--- src/rtl/delay_axis_var.sv ---
// Runtime-variable sample delay for an NCHAN-wide AXI-Stream: inserts fill beats
// when the target delay grows, discards input when it shrinks, and bounds packet length.

module delay_axis_var_lane #(
   parameter int WIDTH = 16
) (
   input  logic             sel_pass,
   input  logic             sel_hold,
   input  logic [WIDTH-1:0] in_samp,
   input  logic [WIDTH-1:0] hold_samp,
   output logic [WIDTH-1:0] out_samp
);
   always_comb begin
      if (sel_pass)      out_samp = in_samp;
      else if (sel_hold) out_samp = hold_samp;
      else               out_samp = '0;
   end
endmodule

module delay_axis_var #(
   parameter int WIDTH        = 16,
   parameter int NCHAN        = 2,
   parameter int MAX_LEN_LOG2 = 10
) (
   input  logic                      clk,
   input  logic                      reset,
   input  logic                      clear,
   input  logic [MAX_LEN_LOG2-1:0]   len,
   input  logic [MAX_LEN_LOG2-1:0]   max_spp,
   input  logic                      fill_mode,
   input  logic [WIDTH*NCHAN-1:0]    i_tdata,
   input  logic                      i_tlast,
   input  logic                      i_tvalid,
   output logic                      i_tready,
   output logic [WIDTH*NCHAN-1:0]    o_tdata,
   output logic                      o_tlast,
   output logic                      o_tvalid,
   input  logic                      o_tready,
   output logic [MAX_LEN_LOG2-1:0]   cur_delay,
   output logic                      busy
);
   localparam logic [1:0] S_IDLE   = 2'd0;
   localparam logic [1:0] S_RUN    = 2'd1;
   localparam logic [1:0] S_INSERT = 2'd2;
   localparam logic [1:0] S_DROP   = 2'd3;
   localparam logic [MAX_LEN_LOG2-1:0] ONE = MAX_LEN_LOG2'(1);

   logic [1:0]                      state, next_state;
   logic [WIDTH*NCHAN-1:0]          last_sample;
   logic [MAX_LEN_LOG2-1:0]         out_cnt;
   logic [MAX_LEN_LOG2-1:0]         spp_m1;
   logic [MAX_LEN_LOG2:0]           delay_inc;
   logic                            force_last;
   logic                            sel_pass, sel_hold;
   logic                            i_hs, o_hs;

   assign spp_m1     = max_spp - ONE;
   // >= so that shrinking max_spp below the current count still closes the packet
   assign force_last = (max_spp != '0) && (out_cnt >= spp_m1);
   assign delay_inc  = {1'b0, cur_delay} + {{MAX_LEN_LOG2{1'b0}}, 1'b1};
   assign i_hs       = i_tvalid && i_tready;
   assign o_hs       = o_tvalid && o_tready;
   assign busy       = (state == S_INSERT) || (state == S_DROP);

   always_comb begin
      i_tready   = 1'b0;
      o_tvalid   = 1'b0;
      o_tlast    = 1'b0;
      sel_pass   = 1'b0;
      sel_hold   = 1'b0;
      next_state = state;
      case (state)
         S_IDLE: begin
            if (i_tvalid) next_state = (len != '0) ? S_INSERT : S_RUN;
         end
         S_RUN: begin
            o_tvalid = i_tvalid;
            i_tready = o_tready;
            o_tlast  = i_tlast | force_last;
            sel_pass = 1'b1;
            if (len > cur_delay)      next_state = S_INSERT;
            else if (len < cur_delay) next_state = S_DROP;
         end
         S_INSERT: begin
            o_tvalid = 1'b1;
            o_tlast  = force_last;
            sel_hold = !fill_mode;
            // leave only on a completed beat, so a pending beat is never retracted
            if (o_tready && (delay_inc >= {1'b0, len})) next_state = S_RUN;
         end
         default: begin
            i_tready = 1'b1;
            if (i_tvalid && ((cur_delay - ONE) <= len)) next_state = S_RUN;
         end
      endcase
   end

   always_ff @(posedge clk) begin
      if (reset || clear) begin
         state       <= S_IDLE;
         cur_delay   <= '0;
         out_cnt     <= '0;
         last_sample <= '0;
      end else begin
         state <= next_state;
         if ((state == S_IDLE && i_tvalid) || i_hs) last_sample <= i_tdata;
         if (state == S_INSERT && o_hs)    cur_delay <= cur_delay + ONE;
         else if (state == S_DROP && i_hs) cur_delay <= cur_delay - ONE;
         if (o_hs) out_cnt <= o_tlast ? '0 : out_cnt + ONE;
      end
   end

   logic [NCHAN-1:0][WIDTH-1:0] in_lanes, hold_lanes, out_lanes;
   assign in_lanes   = i_tdata;
   assign hold_lanes = last_sample;
   assign o_tdata    = out_lanes;

   genvar ch;
   generate
      for (ch = 0; ch < NCHAN; ch++) begin : g_lane
         delay_axis_var_lane #(.WIDTH(WIDTH)) u_lane (
            .sel_pass  (sel_pass),
            .sel_hold  (sel_hold),
            .in_samp   (in_lanes[ch]),
            .hold_samp (hold_lanes[ch]),
            .out_samp  (out_lanes[ch])
         );
      end
   endgenerate
endmodule

--- config.mk ---
export PLATFORM = sky130hd
export DESIGN_NAME = delay_axis_var
export DESIGN_NICKNAME = d
export VERILOG_FILES = /design/src/rtl/delay_axis_var.sv
export SDC_FILE = /design/constraint.sdc
export NUM_CORES = 1
export LEC_CHECK = 0
export BUFFER_PORTS_ARGS = -buffer_cell sky130_fd_sc_hd__buf_4
export CAP_MARGIN = 10
export CORE_MARGIN = 4
export CORE_UTILIZATION = 60
export CTS_BUF_LIST = sky130_fd_sc_hd__clkbuf_4 sky130_fd_sc_hd__clkbuf_8
export DETAILED_ROUTE_END_ITERATION = 7
export GPL_TIMING_DRIVEN = 0
export PLACE_DENSITY = 0.91
export SYNTH_ARGS = -nofsm -noshare
export SYNTH_HDL_FRONTEND = slang
export SYNTH_SLANG_ARGS = --single-unit
--- constraint.sdc ---
create_clock -name clk -period 6.48 [get_ports clk]
set_clock_uncertainty 0.15 [all_clocks]
set_input_delay 0.324 -clock clk [delete_from_list [all_inputs] [get_ports clk]]
set_output_delay 0.324 -clock clk [all_outputs]
set_load 0.01 [all_outputs]
**Word-level counts from Yosys, hierarchy flattened**

Cells that the tools add are included.

- $lt $le $gt $ge: 5
- Bitwise operators: 1
- Equal/unequal tests: 6
- Reductions and logical operators: 19
- Add/sub/neg operators: 5
- Mux-type cells: 19

Operator list:

| kind | count |
|---|---|
| 2-to-1 mux 16 bit | 4 |
| 2-to-1 mux 10 bit | 3 |
| adder 10 x 1 -> 10 bit, second input constant | 2 |
| nonzero test 10 bit | 2 |
| subtractor 10 x 1 -> 10 bit, second input constant | 2 |
| 2-to-1 mux 2 bit | 6 |
| adder 10 x 1 -> 11 bit, second input constant | 1 |
| greater-or-equal comparator 11 x 10 -> 1 bit | 1 |
| greater-or-equal comparator 10 bit | 1 |
| > comparator 10 bit | 1 |
| <= comparator 10 bit | 1 |
| less-than comparator 10 bit | 1 |
| logical AND 1 bit | 8 |
| case mux 1 bit (2 select lines) | 3 |
| case mux 2 bit (3 select lines) | 1 |
| == test 2 bit, second input constant | 2 |
| != test 2 bit, second input constant | 2 |
| AND reduction 4 bit | 1 |
| nonzero test 4 bit | 1 |
| logical OR 1 bit | 3 |
| != test 3 bit, second input constant | 1 |
| == test 2 x 1 -> 1 bit, second input constant | 1 |
| logical NOT 2 bit | 1 |
| 2-to-1 mux 1 bit | 2 |
| 4 further kinds | 4 |

- Logic and storage cells: 59
- Output and inout bits: 46
- Input bits: 59
- Flip-flop bits (word level): 54

**Depth between registers and ports, before layout**

- Depth in word-level cells: 7
- Mapped depth: 13
- Gate-level depth less buffers: 13

**Hierarchy**

A second synthesis with hierarchy kept.

- Cells, all modules: 515
- Area, all modules: 4121.5 um^2

Modules (own cells, without submodules):

| module | sequential area each (um^2) | area an instance (um^2) | cells each | instances |
|---|---|---|---|---|
| delay_axis_var | 1081.0 | 3718.6 | 467 | 1 |
| delay_axis_var_lane | 0.0 | 201.4 | 24 | 2 |

**Worst setup path before layout**

No wires, ideal clock.

- Kind: reg-to-reg
- From: reg cur_delay[2]
- To: reg state[1]
- Library setup time: 0.145 ns
- Cell stages (with the launch flop): 14
- Data required time: 6.185 ns
- Buffers on the path: 1
- Period minus slack after synthesis: 3.586 ns
- Path slack: 2.894 ns
- Data arrival time: 3.291 ns
- Cell sequence: dfxtp_1 -> buf_2 -> or3_1 -> or3_1 -> or3_1 -> nor3_1 -> xnor2_1 -> ha_1 -> nand4_1 -> o41ai_1 -> a22o_1 -> o221ai_1 -> a2111oi_0 -> a211oi_1

- Longest elaborated chain between the ends: 5
- Elaborated cells on any way between the ends: 14

Ends and longest elaborated chain:

| item | line | source |
|---|---|---|
| start, declared | 39 | `output logic [MAX_LEN_LOG2-1:0] cur_delay,` |
| start signal, assigned | 107 | `if (state == S_INSERT && o_hs) cur_delay <= cur_delay + ONE;` |
| start signal, assigned | 108 | `else if (state == S_DROP && i_hs) cur_delay <= cur_delay - ONE;` |
| adder 10 x 1 -> 11 bit / subtractor 10 x 1 -> 10 bit (equally long branches) | 60, 93 |  |
| greater-or-equal comparator 11 x 10 -> 1 bit / <= comparator 10 bit (equally long branches) | 89, 93 |  |
| logical AND 1 bit (on tied branches) | 89, 93 |  |
| != test 2 bit (no source line) / nonzero test 4 bit (equally long branches) | n/a |  |
| AND reduction 4 bit (no source line) | n/a |  |
| end signal, assigned | 105 | `state <= next_state;` |
| end, declared | 48 | `logic [1:0] state, next_state;` |

Several ways; a longest one is shown, not always the timed one.
A chain may end at the register's enable or synchronous reset.

**Final worst setup path**

- From: reg cur_delay[0]
- To: reg state[1]

Same word-level chain as after synthesis.

==> impl_metrics.yaml <==
cells_and_area:
  antenna_cells: 0
  post-route-util_pct: 77.7
  final_nets: 720
  layoutNonFillerInstCount: 692
  drive_gt1_share_pct: 20.3
  areaGrowthSynthToFinish_pct: 24.3
floorplan:
  start_util_pct: 62.6
  dieArea_um2: 8070
  core_um2: 6420
  placementRows: 29
  pin_count: 105
  die_w_um: 89.8
  die_h_um: 89.8
drt:
  drtIter0Drc: 287
  avgViaCountPerCell: 6.13
  routedWlPerCell_um: 16.5
  ant_nets: 0
  drcViolationCount: 0
  dr.pass1.iters: 5
  vias: 4243
  totalWireLength_um: 11400
placed_design:
  pre_cts_ws_ns: 2.38
  placed_cells: 684
  hpwl_um: 9110
  port_buffers: 104
  routabilityCongestion: 0.961
setup_path:
  reg2reg_from: "cur_delay[0]"
  rr_worst_depth: 12
  r2r_setup_slack_ns: 2.26
  cp-start-kind: "flop"
  cp.required_ns: 6.52
  reg2reg_to: "state[1]"
  worstPathMaxFanout: 9
  critPathKind: "reg2reg"
  cp.arrival_ns: 4.26
  critPathCaptureType: "flop"
yosys:
  synthArstFlopShare_pct: 0
  netlist_instances: 503
  synth-main-ff-cell: "dfxtp_1"
  synth_top_family_by_area: "compound AO/OA/AOI/OAI gates"
  yosys.area_share.adder_pct: 14.6
  ys_top_cells_by_area: "dfxtp_1, ha_1, a22o_1"
  synth_nets: 609
  synth_common_cells: "nand2_1, dfxtp_1, ha_1"
  yosys.cell_count.top_type: "nand2_1"
  yosys.area_share.simple_pct: 19.4
  avgSynthCellArea_um2: 7.99
  synthMuxAreaShare_pct: 0
  synthXorXnorAreaFrac_pct: 8.72
  ys_warn_count: 0
  yosysUniqueCellTypes: 50
  synth-seq-area-share_pct: 26.9
  synth_edf_count: 0
  ys_seq_elements: 54
  synth_top_cell_by_area: "dfxtp_1"
  synth_top_area_share_pct: 26.9
  synth_area_um2: 4020
  synth-compound-area-share_pct: 24.4
global_routing:
  grt_overflow_total: 0
  grt_pass1_vias: 4192
  grt_max_degree: 20
  antenna_found_initial: 0
  grt_pass1_wl_um: 19100
  grt.total_usage_pct: 27.8
cts:
  cts_resized: 0
  holdBufCountCts: 0
  clk_pin_slew_worst_paths_ns: 0.11
  postCtsSetupRepairBufs: 0
  cts_tree: "done"
  h-tree-depth: 2
  clock_path_buffers: 2
  cts-buffers-inserted: 5
  root_buffer: "clkbuf_8"
  insertion_delay_ns: 0.32
  clock-sinks: 54
min_path:
  hp-start: "i_tdata[9]"
  hold_end: "hold_lanes[9]"
  hold_depth: 3
  min_path_type: "in2reg"
timing:
  fmax_ghz: 0.237
  period_minus_slack_ns: 4.22
  final-setup-viol-count: 0
  setup_tns_ns: 0
  finalMaxSlewViolations: 0
  hold_viol: 0
  slew_headroom_pct: 48.8
  worst_slack_ns: 2.26
  rsz0062_at_grt: "no"
  worst_pin_slew_ns: 0.763
  post-route-period-util_pct: 65.1
  timing.hold.ws_ns: 0.0952
power:
  powerDensity_nw_per_um2: 151
  total_leakage_power_nw: 2.22
  ir_worst_vdd_v: 0.000117
job:
  maxCapViolations: 0
run_status:
  status: "completed"
[routing by layer]
layer | up-vias | GRT usage, % | share of wire (%)
met1 | 1994 | 33.1 | 41
met3 | 30 | 7.85 | 9.0
li1 | 2025 | - | -
met5 | - | 0 | 0
met2 | 194 | 48.3 | 48
met4 | 0 | 8.68 | 2.4
[metrics by stage]
stage	cell area, µm²	power (mW)
finish	4990	0.754
global route	4990	0.792
CTS	4990	0.753
global placement	4890	0.541
detailed placement	4890	0.549
floorplan	4020	0.463
[worst max-delay path, stage by stage, from the launching register on]
cell,delay (ns)
dfxtp_1,0.45
or3_1,0.46
or3_1,0.38
or3_1,0.42
nor3_1,0.27
xnor2_1,0.12
ha_1,0.30
nand4_1,0.16
o41ai_1,0.42
a22o_1,0.19
o221ai_1,0.18
a2111oi_0,0.50
a211oi_1,0.10
[cells by family after synthesis]
group	Yosys count
AND/OR/NAND/NOR	163
adder cells (fa/ha/maj)	47
XOR/XNOR	40
AO/OA/AOI/OAI	137
flip-flops	54
buffers and inverters	62
[power by group]
part | internal (mW) | switching, mW | leakage [nW] | total, mW
combinational | 0.0867 | 0.111 | 1.73 | 0.198
sequential | 0.341 | 0.00558 | 0.438 | 0.347
clock | 0.0805 | 0.129 | 0.0502 | 0.210
[cell type report]
type	instances	area [µm²]
inverters	32	120
fillers	472	1430
plain buffers	30	121
clock inverters	3	28.8
clock buffers	5	68.8
repair buffers	104	781
well taps	77	96.3
multi-input cells	387	2700
flip-flops and latches	54	1080
[worst max-delay path by stage]
stage / start / to / slack, ns / depth (start not counted)
finish: cur_delay[0] / state[1] / 2.26 / 12
global route: cur_delay[0] / state[1] / 1.90 / 12
CTS: cur_delay[0] / state[1] / 2.35 / 12
detailed placement: cur_delay[0] / state[1] / 2.38 / 12
global placement: cur_delay[0] / state[1] / 2.46 / 12
floorplan: cur_delay[2] / state[1] / 2.89 / 13
[cells in the final DEF, fill, tap and decap left out, drive strengths merged, types with 4 or more instances in the layout]
master and count:
buf 109, nand2 77, dfxtp 54, ha 47
a21oi 46, a22o 34, inv 32, clkbuf 30
xnor2 28, a211oi 17, nor2 16, nand3 15
xor2 12, o21ai 11, nor3 10, nand4 9
a21o 8, and3 6, nor4 5, or3 5
nand2b 4
[sequential cells by signal (all words and copies together), names as in the netlist]
register and flops:
hold_lanes 32, out_cnt 10, cur_delay 10, state 2
Note: power is estimated with default switching activity, not from simulation.
